`src/rtl/uart_rx_command_controller_pkg.sv`:
```
// Shared constants for the UART command controller: opcodes, FSM state
// encodings, fixed RF addresses for the ALU operands and an opcode decoder.
package uart_rx_command_controller_pkg;

  localparam int DEF_DATA_WIDTH = 8;
  localparam int DEF_ADDR_WIDTH = 4;
  localparam int DEF_ALU_WIDTH  = 16;

  // Command opcodes, received as the first byte of a frame
  localparam logic [7:0] OP_WR       = 8'hAA;
  localparam logic [7:0] OP_RD       = 8'hBB;
  localparam logic [7:0] OP_ALU      = 8'hCC;
  localparam logic [7:0] OP_ALU_NOOP = 8'hDD;

  // RF locations the ALU reads its operands from
  localparam logic [DEF_ADDR_WIDTH-1:0] OPA_ADDR = 4'd0;
  localparam logic [DEF_ADDR_WIDTH-1:0] OPB_ADDR = 4'd1;

  typedef enum logic [3:0] {
    ST_IDLE     = 4'd0,
    ST_WR_ADDR  = 4'd1,
    ST_WR_DATA  = 4'd2,
    ST_RD_ADDR  = 4'd3,
    ST_RD_WAIT  = 4'd4,
    ST_ALU_OPA  = 4'd5,
    ST_ALU_OPB  = 4'd6,
    ST_ALU_FUNC = 4'd7,
    ST_ALU_WAIT = 4'd8,
    ST_TX_LSB   = 4'd9,
    ST_TX_MSB   = 4'd10
  } state_t;

  // First state of a frame for a given opcode; ST_IDLE marks an unknown opcode
  function automatic state_t opcode_state(input logic [7:0] op);
    state_t s;
    s = ST_IDLE;
    case (op)
      OP_WR:       s = ST_WR_ADDR;
      OP_RD:       s = ST_RD_ADDR;
      OP_ALU:      s = ST_ALU_OPA;
      OP_ALU_NOOP: s = ST_ALU_FUNC;
      default:     s = ST_IDLE;
    endcase
    return s;
  endfunction

endpackage

```
`src/rtl/uart_rx_command_controller_cmd_response_tx.sv`:
```
// Response transmitter: loads one or two bytes and presents them in order on
// a registered valid/ready interface.
//
// Handshake: a byte transfers on every cycle where tx_valid and tx_ready are
// both high. tx_valid and tx_data hold steady until that transfer; tx_ready
// is ignored while tx_valid is low. After the first byte of a two-byte load
// transfers, the second byte is presented on the following cycle.
module cmd_response_tx
  import uart_rx_command_controller_pkg::*;
#(
  parameter int DATA_WIDTH = DEF_DATA_WIDTH
) (
  input  logic                  clk,
  input  logic                  reset,
  input  logic                  load,
  input  logic                  two_bytes,
  input  logic [DATA_WIDTH-1:0] lsb,
  input  logic [DATA_WIDTH-1:0] msb,
  input  logic                  abort,
  input  logic                  tx_ready,
  output logic [DATA_WIDTH-1:0] tx_data,
  output logic                  tx_valid,
  output logic                  accept,
  output logic                  done
);

  logic                  pending_q;
  logic [DATA_WIDTH-1:0] msb_q;

  assign accept = tx_valid & tx_ready;
  assign done   = accept & ~pending_q;

  // Byte sequencing: abort drops everything, load starts a response, accept advances
  always_ff @(posedge clk or posedge reset) begin
    if (reset) begin
      tx_data   <= '0;
      tx_valid  <= 1'b0;
      pending_q <= 1'b0;
      msb_q     <= '0;
    end else if (abort) begin
      tx_data   <= '0;
      tx_valid  <= 1'b0;
      pending_q <= 1'b0;
    end else if (load) begin
      tx_data   <= lsb;
      tx_valid  <= 1'b1;
      pending_q <= two_bytes;
      msb_q     <= msb;
    end else if (accept) begin
      if (pending_q) begin
        tx_data   <= msb_q;
        pending_q <= 1'b0;
      end else begin
        tx_data  <= '0;
        tx_valid <= 1'b0;
      end
    end
  end

endmodule

```
`src/rtl/uart_rx_command_controller.sv`:
```
// UART command controller: parses received byte frames into RF writes/reads
// and ALU operations, and returns read data / ALU results as response bytes.
module uart_rx_command_controller
  import uart_rx_command_controller_pkg::*;
#(
  parameter int DATA_WIDTH = DEF_DATA_WIDTH,
  parameter int ADDR_WIDTH = DEF_ADDR_WIDTH,
  parameter int ALU_WIDTH  = DEF_ALU_WIDTH
) (
  input  logic                  clk,
  input  logic                  reset,
  input  logic [DATA_WIDTH-1:0] rx_data,
  input  logic                  rx_data_valid,
  input  logic                  rx_parity_error,
  input  logic                  rx_frame_error,
  output logic                  rf_wr_en,
  output logic                  rf_rd_en,
  output logic [ADDR_WIDTH-1:0] rf_addr,
  output logic [DATA_WIDTH-1:0] rf_wr_data,
  input  logic [DATA_WIDTH-1:0] rf_rd_data,
  input  logic                  rf_rd_valid,
  output logic                  alu_en,
  output logic [3:0]            alu_func,
  output logic                  alu_clk_en,
  input  logic [ALU_WIDTH-1:0]  alu_result,
  input  logic                  alu_result_valid,
  output logic [DATA_WIDTH-1:0] tx_data,
  output logic                  tx_valid,
  input  logic                  tx_ready,
  output logic                  busy,
  output logic                  cmd_error,
  output logic [3:0]            debug_state
);

  state_t                state_q, state_d;
  logic [ADDR_WIDTH-1:0] addr_q, addr_d;
  logic [ALU_WIDTH-1:0]  result_q, result_d;

  logic                  wr_en_d, rd_en_d, alu_en_d, err_d, clk_en_d;
  logic [ADDR_WIDTH-1:0] rf_addr_d;
  logic [DATA_WIDTH-1:0] wr_data_d;
  logic [3:0]            func_d;

  logic                  rx_err;
  logic                  tx_load, tx_two, tx_abort;
  logic                  tx_accept, tx_done;

  assign rx_err      = rx_parity_error | rx_frame_error;
  assign busy        = (state_q != ST_IDLE);
  assign debug_state = state_q;

  // State register
  always_ff @(posedge clk or posedge reset) begin
    if (reset) state_q <= ST_IDLE;
    else       state_q <= state_d;
  end

  // Next state, strobe requests and datapath captures; rx errors override everything
  always_comb begin
    state_d   = state_q;
    addr_d    = addr_q;
    result_d  = result_q;
    wr_en_d   = 1'b0;
    rd_en_d   = 1'b0;
    alu_en_d  = 1'b0;
    err_d     = 1'b0;
    clk_en_d  = alu_clk_en;
    rf_addr_d = rf_addr;
    wr_data_d = rf_wr_data;
    func_d    = alu_func;
    tx_load   = 1'b0;
    tx_two    = 1'b0;
    tx_abort  = 1'b0;

    if (rx_err) begin
      state_d  = ST_IDLE;
      err_d    = 1'b1;
      clk_en_d = 1'b0;
      tx_abort = 1'b1;
    end else begin
      case (state_q)
        ST_IDLE: begin
          if (rx_data_valid) begin
            state_d = opcode_state(rx_data);
            if (state_d == ST_IDLE) err_d = 1'b1;
          end
        end
        ST_WR_ADDR: begin
          if (rx_data_valid) begin
            addr_d  = rx_data[ADDR_WIDTH-1:0];
            state_d = ST_WR_DATA;
          end
        end
        ST_WR_DATA: begin
          if (rx_data_valid) begin
            wr_en_d   = 1'b1;
            rf_addr_d = addr_q;
            wr_data_d = rx_data;
            state_d   = ST_IDLE;
          end
        end
        ST_RD_ADDR: begin
          if (rx_data_valid) begin
            rd_en_d   = 1'b1;
            addr_d    = rx_data[ADDR_WIDTH-1:0];
            rf_addr_d = rx_data[ADDR_WIDTH-1:0];
            state_d   = ST_RD_WAIT;
          end
        end
        ST_RD_WAIT: begin
          if (rx_data_valid) err_d = 1'b1;
          if (rf_rd_valid) begin
            result_d = {{(ALU_WIDTH-DATA_WIDTH){1'b0}}, rf_rd_data};
            tx_load  = 1'b1;
            state_d  = ST_TX_LSB;
          end
        end
        ST_ALU_OPA: begin
          if (rx_data_valid) begin
            wr_en_d   = 1'b1;
            rf_addr_d = ADDR_WIDTH'(OPA_ADDR);
            wr_data_d = rx_data;
            state_d   = ST_ALU_OPB;
          end
        end
        ST_ALU_OPB: begin
          if (rx_data_valid) begin
            wr_en_d   = 1'b1;
            rf_addr_d = ADDR_WIDTH'(OPB_ADDR);
            wr_data_d = rx_data;
            state_d   = ST_ALU_FUNC;
          end
        end
        ST_ALU_FUNC: begin
          if (rx_data_valid) begin
            alu_en_d = 1'b1;
            clk_en_d = 1'b1;
            func_d   = rx_data[3:0];
            state_d  = ST_ALU_WAIT;
          end
        end
        ST_ALU_WAIT: begin
          if (rx_data_valid) err_d = 1'b1;
          if (alu_result_valid) begin
            result_d = alu_result;
            clk_en_d = 1'b0;
            tx_load  = 1'b1;
            tx_two   = 1'b1;
            state_d  = ST_TX_LSB;
          end
        end
        ST_TX_LSB: begin
          if (rx_data_valid) err_d = 1'b1;
          if (tx_accept) state_d = tx_done ? ST_IDLE : ST_TX_MSB;
        end
        ST_TX_MSB: begin
          if (rx_data_valid) err_d = 1'b1;
          if (tx_done) state_d = ST_IDLE;
        end
        default: state_d = ST_IDLE;
      endcase
    end
  end

  // Registered strobes, RF/ALU outputs and captured address/result
  always_ff @(posedge clk or posedge reset) begin
    if (reset) begin
      rf_wr_en   <= 1'b0;
      rf_rd_en   <= 1'b0;
      rf_addr    <= '0;
      rf_wr_data <= '0;
      alu_en     <= 1'b0;
      alu_func   <= 4'd0;
      alu_clk_en <= 1'b0;
      cmd_error  <= 1'b0;
      addr_q     <= '0;
      result_q   <= '0;
    end else begin
      rf_wr_en   <= wr_en_d;
      rf_rd_en   <= rd_en_d;
      rf_addr    <= rf_addr_d;
      rf_wr_data <= wr_data_d;
      alu_en     <= alu_en_d;
      alu_func   <= func_d;
      alu_clk_en <= clk_en_d;
      cmd_error  <= err_d;
      addr_q     <= addr_d;
      result_q   <= result_d;
    end
  end

  cmd_response_tx #(
    .DATA_WIDTH(DATA_WIDTH)
  ) u_tx (
    .clk      (clk),
    .reset    (reset),
    .load     (tx_load),
    .two_bytes(tx_two),
    .lsb      (result_d[DATA_WIDTH-1:0]),
    .msb      (result_d[ALU_WIDTH-1:DATA_WIDTH]),
    .abort    (tx_abort),
    .tx_ready (tx_ready),
    .tx_data  (tx_data),
    .tx_valid (tx_valid),
    .accept   (tx_accept),
    .done     (tx_done)
  );

endmodule
```
`config.mk`:
```
export PLATFORM = sky130hd
export DESIGN_NAME = uart_rx_command_controller
export DESIGN_NICKNAME = d
export VERILOG_FILES = /design/src/rtl/uart_rx_command_controller_pkg.sv /design/src/rtl/uart_rx_command_controller_cmd_response_tx.sv /design/src/rtl/uart_rx_command_controller.sv
export SDC_FILE = /design/constraint.sdc
export NUM_CORES = 1
export LEC_CHECK = 0
export BUFFER_PORTS_ARGS = -buffer_cell sky130_fd_sc_hd__buf_2
export CAP_MARGIN = 20
export CORE_ASPECT_RATIO = 1.2
export CORE_UTILIZATION = 48
export CTS_CLUSTER_SIZE = 30
export DETAILED_ROUTE_END_ITERATION = 10
export HOLD_SLACK_MARGIN = 0.06
export PLACE_DENSITY = 0.76
export SYNTH_ARGS = -nofsm -noshare
export SYNTH_HDL_FRONTEND = slang
export SYNTH_SLANG_ARGS = --single-unit
export TNS_END_PERCENT = 30
```
`constraint.sdc`:
```
create_clock -name clk -period 1.81 [get_ports clk]
set_input_delay 0.362 -clock clk [delete_from_list [all_inputs] [get_ports clk]]
set_output_delay 0.362 -clock clk [all_outputs]
set_load 0.01 [all_outputs]
```
==> metrics.csv <==
metric;value;unit
status;finished, violations left;
failing checks;negative setup slack;
CP Capture Type;register;
largest area contributor in the netlist;dfrtp_1;
Crit Path Category;reg2reg;
slowest CP cell;dfrtp_2;
proportion of layout cells with a drive suffix above 1;45.30;%
vias;2535;
most frequent cells in the layout;buf_2, dfrtp_1, buf_4, a22o_1, mux2i_1;
critical path cell sequence;buf_4, buf_4, nand2_2, nor2_1, buf_4, o41a_1, mux2_1;
die height;87.98;µm
final antenna-violating net count;0;
leakage;1.903;nW
n_diodes;0;
period utilization;100.9;%
final slew viol count;0;
CTS buffer count;5;
worst vdd rail ir drop;0.0003945;V
Max clock buf depth;2;
initial core utilization;51.15;%
Async S/R FF share, synth;100.0;%
CTS H-tree lvls;2;
pin count of the biggest net entering global routing;24;
total grt overflow;0;
worst r2r path cells;7;
via/cell ratio;5.735;
Ports;75;
crit start category;register;
Synth Cell Area;0.002957;mm²
# setup viols final;6;
GRT Util Overall;24.71;%
Synth Warn #;0;
Req. time, crit path;2.01;ns
Placed Area;0.003580;mm²
maxcap violations;0;
clock latency at the later pin of the worst-skew pair;0.31;ns
Setup Skew;0.004295;ns
Post-synth EDFFs;0;
syn_nets;303;
Final WS setup;-0.01540;ns
Overall Power;0.002405;W
Min Hold Slack;0.2709;ns
count of cell types in the netlist;54;
Hold Vio Cnt, Final;0;
Hold Crit Class;in2reg;
Top FF cell, synth;dfrtp_1;
CTS sink cnt;55;
wire per inst;17.64;µm
Worst slew margin;72.81;%
vias in the first global route;2474;
cells after synthesis;263;
I/O Buffers;74;
RSZ-0062 raised after global routing;yes;
top cell type's share of synthesized area;46.55;%
most common cell after layout, fill and taps aside;buf_2;
top cells by area, synth;dfrtp_1, mux2i_1, a22o_1, mux2_4, mux2_2;
worst path arrival time;2.02;ns
RePlAce Congestion;0.8237;
core area;0.005781;mm²
die width;73.65;µm
Clock Pin Slew Worst Setup and Hold Paths;0.10;ns
worst-path maximum fanout;8;
pwr dens;622.5;mW/mm²
cell mode on critical path;buf_4;
fillers;486;
initial antenna violation count;0;
Design Area, Final;0.003862;mm²
drt drc;0;
first-pass GRT wire length;12240;µm
final wirelength;7797;µm
fin nets;401;
Hold Path Cell Cnt;2;
Yosys reg bits;55;
Area Growth Syn to Fin;30.64;%
CTS tree;done;
Mapped Avg Cell Area;11.24;µm²
drt pass-1 iters;4;
# rows;30;
min Tclk post-route;1.825;ns
actual slew at the worst max-slew pin;0.4073;ns
pre-CTS setup slack;-0.06988;ns
drt initial violations;185;
sequential area share after synthesis;46.55;%
die area;0.006479;mm²
max frequency;547.8;MHz
placed wire-length estimate;5368;µm
CTS root buffer;clkbuf_8;
CP peak stage delay;0.49;ns
[layer usage]
layer,wire length (µm),share of wire (%),GRT usage [%],vias to the layer above
met1,3406,44,34.76,1250
met5,0,0,0,-
met2,3871,50,39.03,86
met4,148,1.9,8.566,0
li1,-,-,-,1187
met3,369,4.7,3.452,12
[layout make-up]
cell class	count	area [µm²]	area share, %
timing repair buffer	115	734.5	19.02
tap	80	100.1	2.592
multi-input combinational	177	1503	38.91
clock buffer	6	82.58	2.138
inverter	7	26.28	0.6803
clock inverter	2	35.03	0.9070
sequential	55	1381	35.76
[worst max-delay path: cells and delay by family (launching register included)]
family,cells,cell delay [ns]
AO/OA/AOI/OAI,1,0.35
flip-flops,1,0.49
buffers and inverters,3,0.47
AND/OR/NAND/NOR,2,0.14
multiplexers,1,0.28
[metrics by stage]
stage / util, % / cells / setup TNS (ns)
2_1_floorplan: - / 263 / 0
3_3_place_gp: 61.93 / 424 / -0.09239
3_5_place_dp: 61.93 / 424 / -0.4775
4_1_cts: 65.65 / 442 / 0
5_1_grt: 66.82 / 442 / -0.3952
6_report: 66.82 / 442 / -0.05311
[kinds of logic (layout without fill, tap and decap cells)]
logic type	count (synthesis)	count (layout)	synth area share (%)
simple gates	58	58	12.36
buf+inv	31	130	5.290
xor+xnor	2	2	0.5926
compound gates	77	77	19.68
flops	55	55	46.55
mux	40	40	15.53
[state kept, by name (all words and copies together) (netlist names), 4 cells and up]
signal,count
addr_q,4
alu_func,4
debug_state,4
result_q,8
rf_addr,4
rf_wr_data,8
u_tx.msb_q,8
u_tx.tx_data,8
[timing repair]
item                                   4_1_cts  5_1_grt
setup buffers                                9        0
gates cloned                                 0        0
pin swaps                                    1        4
hold buffers                                 1        0
endpoints found under the hold margin       16        0
setup endpoints to repair                   16       26
gates resized for setup                      7       13
[cells in the mapped netlist (4+ instances only)]
cell	n
inv_1	5
mux2i_1	17
nand2b_1	5
o21a_1	9
o22ai_1	8
dfrtp_1	55
nand2_1	13
nor2_1	4
buf_2	8
mux2_1	7
mux2_2	8
mux2_4	8
o21ai_0	6
a31oi_1	9
nand4_1	9
a21oi_1	6
clkbuf_1	9
a22o_1	19
a211o_1	4
[final timing paths]
| path | from | end | slack [ns] |
|---|---|---|---|
| worst max-delay path | debug_state[0] | debug_state[3] | -0.02 |
| worst min-delay path | alu_result[11] | u_tx.msb_q[3] | 0.27 |
| worst max register to register | debug_state[0] | debug_state[3] | -0.02 |
| worst min register to register | rf_addr[2] | rf_addr[2] | 0.51 |
| max in group asynchronous | reset | u_tx.tx_data[4] | 0.66 |
| min in group asynchronous | reset | u_tx.msb_q[6] | 0.58 |
[power by group]
group          switching [W]  internal (W)
Combinational       0.000135      0.000130
Clock               0.000401      0.000448
Sequential         0.0000260       0.00126
Total               0.000562       0.00184
Note: power is estimated with default switching activity, not from simulation.
